[src/rtl/seq_multiplier_if.sv]
// Handshake/data bundle between the control unit (master) and the
// sequential multiplier (slave).
interface seq_multiplier_if #(
    parameter int WIDTH = 8
);
    logic             START;
    logic [WIDTH-1:0] DATA1;
    logic [WIDTH-1:0] DATA2;
    logic             BUSY;
    logic             DONE;
    logic [WIDTH-1:0] RESULT;
    logic [WIDTH-1:0] RESULT_HI;

    modport master (
        output START, DATA1, DATA2,
        input  BUSY, DONE, RESULT, RESULT_HI
    );

    modport slave (
        input  START, DATA1, DATA2,
        output BUSY, DONE, RESULT, RESULT_HI
    );
endinterface

[src/rtl/seq_multiplier.sv]
// Multi-cycle unsigned shift-add multiplier for the ALU MUL path.
// The accumulate step runs through a 2*WIDTH-bit ripple chain of fullAdder
// cells. Optional build macro SEQ_MULT_EARLY_TERM_EN: leave RUN as soon as
// the remaining multiplier bits are all zero.
//
// state  | meaning
// IDLE   | waiting for START; result of the last multiply is held
// RUN    | one shift-add iteration per edge, BUSY=1
// DONE   | one-cycle DONE pulse, then back to IDLE

module fullAdder (
    input  logic a,
    input  logic b,
    input  logic cin,
    output logic sum,
    output logic cout
);
    assign sum  = a ^ b ^ cin;
    assign cout = (a & b) | (cin & (a ^ b));
endmodule

module seq_multiplier #(
    parameter int WIDTH = 8
) (
    input  logic            CLK,
    input  logic            RESET,
    seq_multiplier_if.slave bus
);
    localparam int PW = 2 * WIDTH;
    localparam int CW = $clog2(WIDTH) + 1;

    typedef enum logic [1:0] {
        S_IDLE = 2'd0,
        S_RUN  = 2'd1,
        S_DONE = 2'd2
    } state_t;

    state_t           state_q;
    logic [PW-1:0]    acc_q;
    logic [PW-1:0]    mcand_q;
    logic [WIDTH-1:0] mplier_q;
    logic [CW-1:0]    count_q;
    logic             busy_q;
    logic             done_q;

    logic [PW-1:0]    sum_d;
    logic [PW-1:0]    chain_d;
    logic             carry_unused;
    logic             last_iter_d;

    // Ripple-carry accumulate: acc + mcand, carry-in 0, top carry dropped.
    assign chain_d[0] = 1'b0;
    for (genvar i = 0; i < PW; i++) begin : g_fa
        if (i < PW - 1) begin : g_mid
            fullAdder u_fa (
                .a    (acc_q[i]),
                .b    (mcand_q[i]),
                .cin  (chain_d[i]),
                .sum  (sum_d[i]),
                .cout (chain_d[i+1])
            );
        end else begin : g_msb
            fullAdder u_fa (
                .a    (acc_q[i]),
                .b    (mcand_q[i]),
                .cin  (chain_d[i]),
                .sum  (sum_d[i]),
                .cout (carry_unused)
            );
        end
    end

    // Decide whether the current RUN edge is the final iteration.
    always_comb begin
        last_iter_d = (count_q == CW'(WIDTH - 1));
`ifdef SEQ_MULT_EARLY_TERM_EN
        if (mplier_q[WIDTH-1:1] == '0) begin
            last_iter_d = 1'b1;
        end
`endif
    end

    // Control FSM and datapath registers with registered BUSY/DONE.
    always_ff @(posedge CLK) begin
        if (RESET) begin
            state_q  <= S_IDLE;
            acc_q    <= '0;
            mcand_q  <= '0;
            mplier_q <= '0;
            count_q  <= '0;
            busy_q   <= 1'b0;
            done_q   <= 1'b0;
        end else begin
            case (state_q)
                S_IDLE: begin
                    done_q <= 1'b0;
                    if (bus.START) begin
                        mcand_q  <= {{WIDTH{1'b0}}, bus.DATA1};
                        mplier_q <= bus.DATA2;
                        acc_q    <= '0;
                        count_q  <= '0;
                        busy_q   <= 1'b1;
                        state_q  <= S_RUN;
                    end
                end
                S_RUN: begin
                    if (mplier_q[0]) begin
                        acc_q <= sum_d;
                    end
                    mcand_q  <= mcand_q << 1;
                    mplier_q <= mplier_q >> 1;
                    count_q  <= count_q + 1'b1;
                    if (last_iter_d) begin
                        busy_q  <= 1'b0;
                        done_q  <= 1'b1;
                        state_q <= S_DONE;
                    end
                end
                S_DONE: begin
                    done_q  <= 1'b0;
                    state_q <= S_IDLE;
                end
                default: begin
                    busy_q  <= 1'b0;
                    done_q  <= 1'b0;
                    state_q <= S_IDLE;
                end
            endcase
        end
    end

    assign bus.BUSY      = busy_q;
    assign bus.DONE      = done_q;
    assign bus.RESULT    = acc_q[WIDTH-1:0];
    assign bus.RESULT_HI = acc_q[PW-1:WIDTH];
endmodule

[src/flat_wrapper.sv]
// flat-port wrapper written by rule: the top's interface ports become plain ports
module seq_multiplier_flat 
#(
    parameter int WIDTH = 8
)
  (CLK, RESET, bus_START, bus_DATA1, bus_DATA2, bus_BUSY, bus_DONE, bus_RESULT, bus_RESULT_HI);
  seq_multiplier_if #(.WIDTH(WIDTH)) bus_i ();
  input  logic CLK;
  input  logic RESET;
  input wire logic [$bits(bus_i.START)-1:0] bus_START;
  input wire logic [$bits(bus_i.DATA1)-1:0] bus_DATA1;
  input wire logic [$bits(bus_i.DATA2)-1:0] bus_DATA2;
  output wire logic [$bits(bus_i.BUSY)-1:0] bus_BUSY;
  output wire logic [$bits(bus_i.DONE)-1:0] bus_DONE;
  output wire logic [$bits(bus_i.RESULT)-1:0] bus_RESULT;
  output wire logic [$bits(bus_i.RESULT_HI)-1:0] bus_RESULT_HI;
  assign bus_i.START = bus_START;
  assign bus_i.DATA1 = bus_DATA1;
  assign bus_i.DATA2 = bus_DATA2;
  assign bus_BUSY = bus_i.BUSY;
  assign bus_DONE = bus_i.DONE;
  assign bus_RESULT = bus_i.RESULT;
  assign bus_RESULT_HI = bus_i.RESULT_HI;
  seq_multiplier #(.WIDTH(WIDTH)) u_core (.CLK(CLK), .RESET(RESET), .bus(bus_i));
endmodule
[config.mk]
export PLATFORM = sky130hd
export DESIGN_NAME = seq_multiplier_flat
export DESIGN_NICKNAME = d
export VERILOG_FILES = /design/src/rtl/seq_multiplier_if.sv /design/src/rtl/seq_multiplier.sv /design/src/flat_wrapper.sv
export SDC_FILE = /design/constraint.sdc
export NUM_CORES = 1
export LEC_CHECK = 0
export ABC_AREA = 1
export CAP_MARGIN = 20
export CORE_ASPECT_RATIO = 1.1
export CORE_MARGIN = 8
export CORE_UTILIZATION = 40
export CTS_CLUSTER_SIZE = 10
export DETAILED_ROUTE_END_ITERATION = 8
export PLACE_DENSITY = 0.59
export SLEW_MARGIN = 15
export SYNTH_ARGS = -nofsm -noshare
export SYNTH_HDL_FRONTEND = slang
export SYNTH_HIERARCHICAL = 1
export SYNTH_SLANG_ARGS = --single-unit
[constraint.sdc]
create_clock -name CLK -period 14.5 [get_ports CLK]
set_input_delay 1.45 -clock CLK [delete_from_list [all_inputs] [get_ports CLK]]
set_output_delay 1.45 -clock CLK [all_outputs]
set_load 0.02 [all_outputs]
Yosys cells after proc, flatten, opt, wreduce, memory -nomap -nowiden
Cells that the tools add are included.
Operators by class
  add/sub/neg operators: 1
  equality and inequality tests: 6
  mux-type cells: 15
  bitwise logic cells: 76
  reduce and logical (&&, ||, !) cells: 7
Operators with widths (number)
  $pmux W16 S2: 2
  $mux W16: 3
  $xor A1 B1 Y1: 31
  $and A1 B1 Y1: 29
  $pmux W8 S2: 1
  $or A1 B1 Y1: 14
  $mux W8: 1
  $pmux W4 S2: 1
  $reduce_and A3 Y1: 2
  $add A4 B1 Y4 const B: 1
  $eq A4 B3 Y1 const B: 1
  $mux W2: 2
  $mux W4: 1
  $ne A2 B1 Y1 const B: 2
  $pmux W2 S2: 1
  $reduce_and A2 Y1: 2
  $pmux W1 S3: 1
  $eq A2 B1 Y1 const B: 1
  $eq A2 B2 Y1 const B: 1
  $logic_not A2 Y1: 1
  $mux W1: 2
  $ne A2 B2 Y1 const B: 1
  $not A1 Y1: 2
  $reduce_bool A2 Y1: 1
  $reduce_or A2 Y1: 1
Storage, ports and cells
  register bits: 48
  input port bits: 19
  output and inout port bits: 18
  logic and storage cells: 112

Depth between registers and ports, before layout
  word-level depth: 32
  mapped depth: 18
  mapped depth without buffers: 18

Hierarchy
Netlist, hierarchy kept.
By module, submodules not included
  seq_multiplier: instances 1, cells an instance 270, area an instance 2009.4 um2, sequential area each 960.9 um2
  fullAdder: instances 16, cells an instance 1, area an instance 20.0 um2, sequential area each 0.0 um2

Least setup slack after synthesis
Ideal clock, no wire load.
  kind: reg2reg
  start: reg u_core.acc_q[0]
  end: reg u_core.acc_q[15]
  setup time: 70 ps
  arrival time: 6809 ps
  data required time: 14430 ps
  slack: 7622 ps
  cell stages (with the launch flop): 19
  buffers on the path: 0
  period minus slack after synthesis: 6878 ps
  cell sequence: dfxtp_1 -> fa_1 -> fa_1 -> fa_1 -> fa_1 -> fa_1 -> fa_1 -> fa_1 -> fa_1 -> fa_1 -> fa_1 -> fa_1 -> fa_1 -> fa_1 -> fa_1 -> fa_1 -> fa_1 -> nand3_1 -> a21oi_1
Between the ends
  longest elaborated chain between the ends: 32
RTL lines
  from (decl): RTL line seq_multiplier.sv:39  | logic [PW-1:0] acc_q;
  from (signal assigned): RTL line seq_multiplier.sv:108  | acc_q <= sum_d;
  $and A1 B1 Y1: RTL line seq_multiplier.sv:19  | assign cout = (a & b) | (cin & (a ^ b));
  via u_core.chain_d[1]: RTL line seq_multiplier.sv:47  | logic [PW-1:0] chain_d;
  $and A1 B1 Y1: RTL line seq_multiplier.sv:19
  $or A1 B1 Y1: RTL line seq_multiplier.sv:19
  via u_core.chain_d[2]: RTL line seq_multiplier.sv:47
  $and A1 B1 Y1: RTL line seq_multiplier.sv:19
  $or A1 B1 Y1: RTL line seq_multiplier.sv:19
  via u_core.chain_d[3]: RTL line seq_multiplier.sv:47
  [2 not listed]
  via u_core.chain_d[4]: RTL line seq_multiplier.sv:47
  [2 not listed]
  via u_core.chain_d[5]: RTL line seq_multiplier.sv:47
  [2 not listed]
  via u_core.chain_d[6]: RTL line seq_multiplier.sv:47
  [2 not listed]
  via u_core.chain_d[7]: RTL line seq_multiplier.sv:47
  [2 not listed]
  via u_core.chain_d[8]: RTL line seq_multiplier.sv:47
  [2 not listed]
  via u_core.chain_d[9]: RTL line seq_multiplier.sv:47
  [2 not listed]
  via u_core.chain_d[10]: RTL line seq_multiplier.sv:47
  [2 not listed]
  via u_core.chain_d[11]: RTL line seq_multiplier.sv:47
  [2 not listed]
  via u_core.chain_d[12]: RTL line seq_multiplier.sv:47
  [2 not listed]
  via u_core.chain_d[13]: RTL line seq_multiplier.sv:47
  [2 not listed]
  via u_core.chain_d[14]: RTL line seq_multiplier.sv:47
  $and A1 B1 Y1: RTL line seq_multiplier.sv:19
  $or A1 B1 Y1: RTL line seq_multiplier.sv:19
  via u_core.chain_d[15]: RTL line seq_multiplier.sv:47
  $xor A1 B1 Y1: RTL line seq_multiplier.sv:18  | assign sum = a ^ b ^ cin;
  via u_core.sum_d[15]: RTL line seq_multiplier.sv:46  | logic [PW-1:0] sum_d;
  $mux W16: RTL line seq_multiplier.sv:107  | if (mplier_q[0]) begin
  $pmux W16 S2: RTL line seq_multiplier.sv:94  | case (state_q)
The timed path passes the listed nets, and every way through them passes these cells. The select of a mux whose other input is x is not followed.
A chain may end at the register's enable or synchronous reset.

Worst setup path in the final report
Same ends and word-level chain as after synthesis.

==> reports/results.tsv <==
metric	value	unit
Seq/Total Area, Yosys	41.25	%
hold_ws	0.4630	ns
CTS buffer count	5	
clk_skew	0.005338	ns
PwrDens	90.19	mW/mm^2
Critical Setup Path Class	reg2reg	
fraction of layout cells with a size suffix above 1	7.302	%
Top FF cell, synth	dfxtp_1	
setup TNS	0	ns
Starting DRT DRC Count	139	
Antenna Nets Post-Route	0	
worst-margin pin slew	0.7141	ns
Syn Inst Count	286	
Critical Path Fanout Max	3	
post-synth cell types	24	
Die Span X	88.77	um
period utilisation layout	48.79	%
Max Slew Vio Count	0	
Post-CTS Hold Buffers	0	
initial antenna violation count	0	
Yosys top cell by area	dfxtp_1	
WL final	5.261	mm
num rows	29	
mean post-synth cell area	8.146	sq um
Critical Path RT	14.74	ns
P&R area growth vs syn	19.60	%
mapped cell area	0.002330	sq mm
PortBufs	36	
Critical Path Sink Type	register	
Max Clock Freq	0.1414	GHz
cell with the most instances after synthesis	nand3_1	
final setup fails	0	
Post-CTS Setup Bufs	0	
root buf cell	clkbuf_8	
final design area excluding fillers	0.002786	sq mm
largest cells by area after synthesis	dfxtp_1 41%, fa_1 14%, nand3_1 13%	
clk_lat worst skew	0.30	ns
total core area	0.005697	sq mm
maximum capacitance violations	0	
worst vdd ir	0.04732	mV
status	complete, no violations	
crit start category	register	
met3 GRT Util	3.587	%
Layout Nets	351	
#FFs+latches synth	48	
pre-CTS setup slack	7.434	ns
area share of the largest cell type after synthesis	41.25	%
yosys warns	6	
RSZ-0062 raised after global routing	no	
post-cts sizing count	0	
first-pass GRT wire length	9.190	mm
Net Count, Synth	322	
I/O Pins	37	
hold path depth	2	
GR met1 Demand/Resource	17.53	%
pin count of the biggest net entering global routing	27	
GR peak layer	met2	
DR pass1 iterations	4	
starting density of the core	40.90	%
Post-synth top cells	61 x nand3_1, 59 x nand2_1, 48 x dfxtp_1, 20 x a21oi_1, 19 x nor2_1	
vias per inst	4.949	
Post-synth EDFFs	0	
Tmin final	7.074	ns
Lkg Pwr	1.127	nW
final setup margin	7.426	ns
aggregate global-route resource usage	13.81	%
Max Buffers Root-to-Sink	2	
WP data arrival	7.31	ns
vias in the first global route	1976	
GP Congestion	0.7865	
Filler cells	571	
placed cell area	0.002705	sq mm
H-tree Lvls	2	
Hold Fails Final Rpt	0	
dpl hpwl	3.724	mm
via count	1940	
asr flop ratio synth	0	%
clk slew on worst S/H paths	0.09	ns
die area	0.008525	sq mm
Die Y	96.04	um
ant diodes	0	
TritonCTS clock tree	built	
grt met2 use	21.65	%
DRC Markers	0	
HP Class	reg2reg	
Routed wire per std cell	13.42	um
Max-slew headroom	52.33	%
R2R depth	18	
GR Overflow Total	0	
total clock sinks	48	
## stage by stage
stage	util [%]	cells	power (W)
after floorplan	-	286	0.0001666
after global placement	47.49	385	0.0001769
after detailed placement	47.49	385	0.0001774
after CTS	48.91	392	0.0002542
after global routing	48.91	392	0.0002650
final	48.91	392	0.0002513
## placed cells by master, fill, tap and decap left out
cell type	synthesis	routed
inv_2	2	2
a21oi_1	20	20
dfxtp_1	48	48
o21ai_1	2	2
o21ai_0	10	10
conb_1	1	1
nand4_1	1	1
clkbuf_8	0	5
nor2_4	1	1
nand3_1	61	61
clkinv_2	0	1
inv_1	17	17
nor2_1	19	19
buf_4	6	2
clkdlybuf4s50_1	0	36
o22ai_1	1	1
nand2_2	2	2
clkinvlp_4	0	1
ha_1	1	1
nand3_2	1	1
nand2_1	59	59
fa_1	16	16
nand2_4	2	2
nor2_2	6	6
## cells by family after synthesis
logic type	after synthesis	share of synthesized area, %
flip-flops	48	41.25
AND/OR/NAND/NOR	152	29.97
AO/OA/AOI/OAI	33	7.143
adder cells (fa/ha/maj)	17	14.29
other	1	0.1610
buffers and inverters	35	7.196
## flip-flops by register name, summed over array words and instances, names as in the netlist
| register | flops |
|---|---|
| u_core/bus.DONE | 1 |
| u_core/count_q | 4 |
| u_core/mplier_q | 8 |
| u_core/bus.BUSY | 1 |
| u_core/acc_q | 16 |
| u_core/state_q | 2 |
| u_core/mcand_q | 16 |
## worst max-delay path, cell delays in order (launching register included)
cell and delay, ns:
dfxtp_1 0.35, fa_1 0.43, fa_1 0.39, fa_1 0.41, fa_1 0.40, fa_1 0.40
fa_1 0.39, fa_1 0.41, fa_1 0.39, fa_1 0.39, fa_1 0.40, fa_1 0.39
fa_1 0.39, fa_1 0.39, fa_1 0.38, fa_1 0.38, fa_1 0.49, nand3_1 0.08
a21oi_1 0.17
## routing by layer
| metal | up-vias | share of wire (%) |
|---|---|---|
| li1 | 983 | - |
| met1 | 902 | 46 |
| met2 | 53 | 47 |
| met3 | 2 | 6.1 |
| met4 | 0 | 0.67 |
| met5 | - | 0 |
## path summary, 6_finish.rpt
kind	start	slack [ns]	end
hold / removal	u_core/bus.DONE$_SDFFE_PP0N_	0.46	u_core/bus.DONE$_SDFFE_PP0N_
setup / recovery	u_core/acc_q[0]$_SDFFE_PP0P_	7.43	u_core/acc_q[15]$_SDFFE_PP0P_
hold reg to reg	u_core/bus.DONE$_SDFFE_PP0N_	0.46	u_core/bus.DONE$_SDFFE_PP0N_
setup reg to reg	u_core/acc_q[0]$_SDFFE_PP0P_	7.43	u_core/acc_q[15]$_SDFFE_PP0P_
## power by group
group          leakage (nW)  internal [W]  switching, W
clock                0.0400     0.0000327     0.0000444
sequential            0.390      0.000136    0.00000500
combinational         0.697     0.0000122     0.0000208
## final cells by class
| class | instances | area (sq um) | share of cell area, % |
|---|---|---|---|
| multi-input combinational | 203 | 1201 | 43.11 |
| sequential | 48 | 960.9 | 34.49 |
| timing repair buffer | 38 | 375.4 | 13.47 |
| tap | 77 | 96.34 | 3.458 |
| inverter | 19 | 71.32 | 2.559 |
| clock buffer | 5 | 68.82 | 2.470 |
| clock inverter | 2 | 12.51 | 0.4490 |
(Power assumes the default switching activity.)
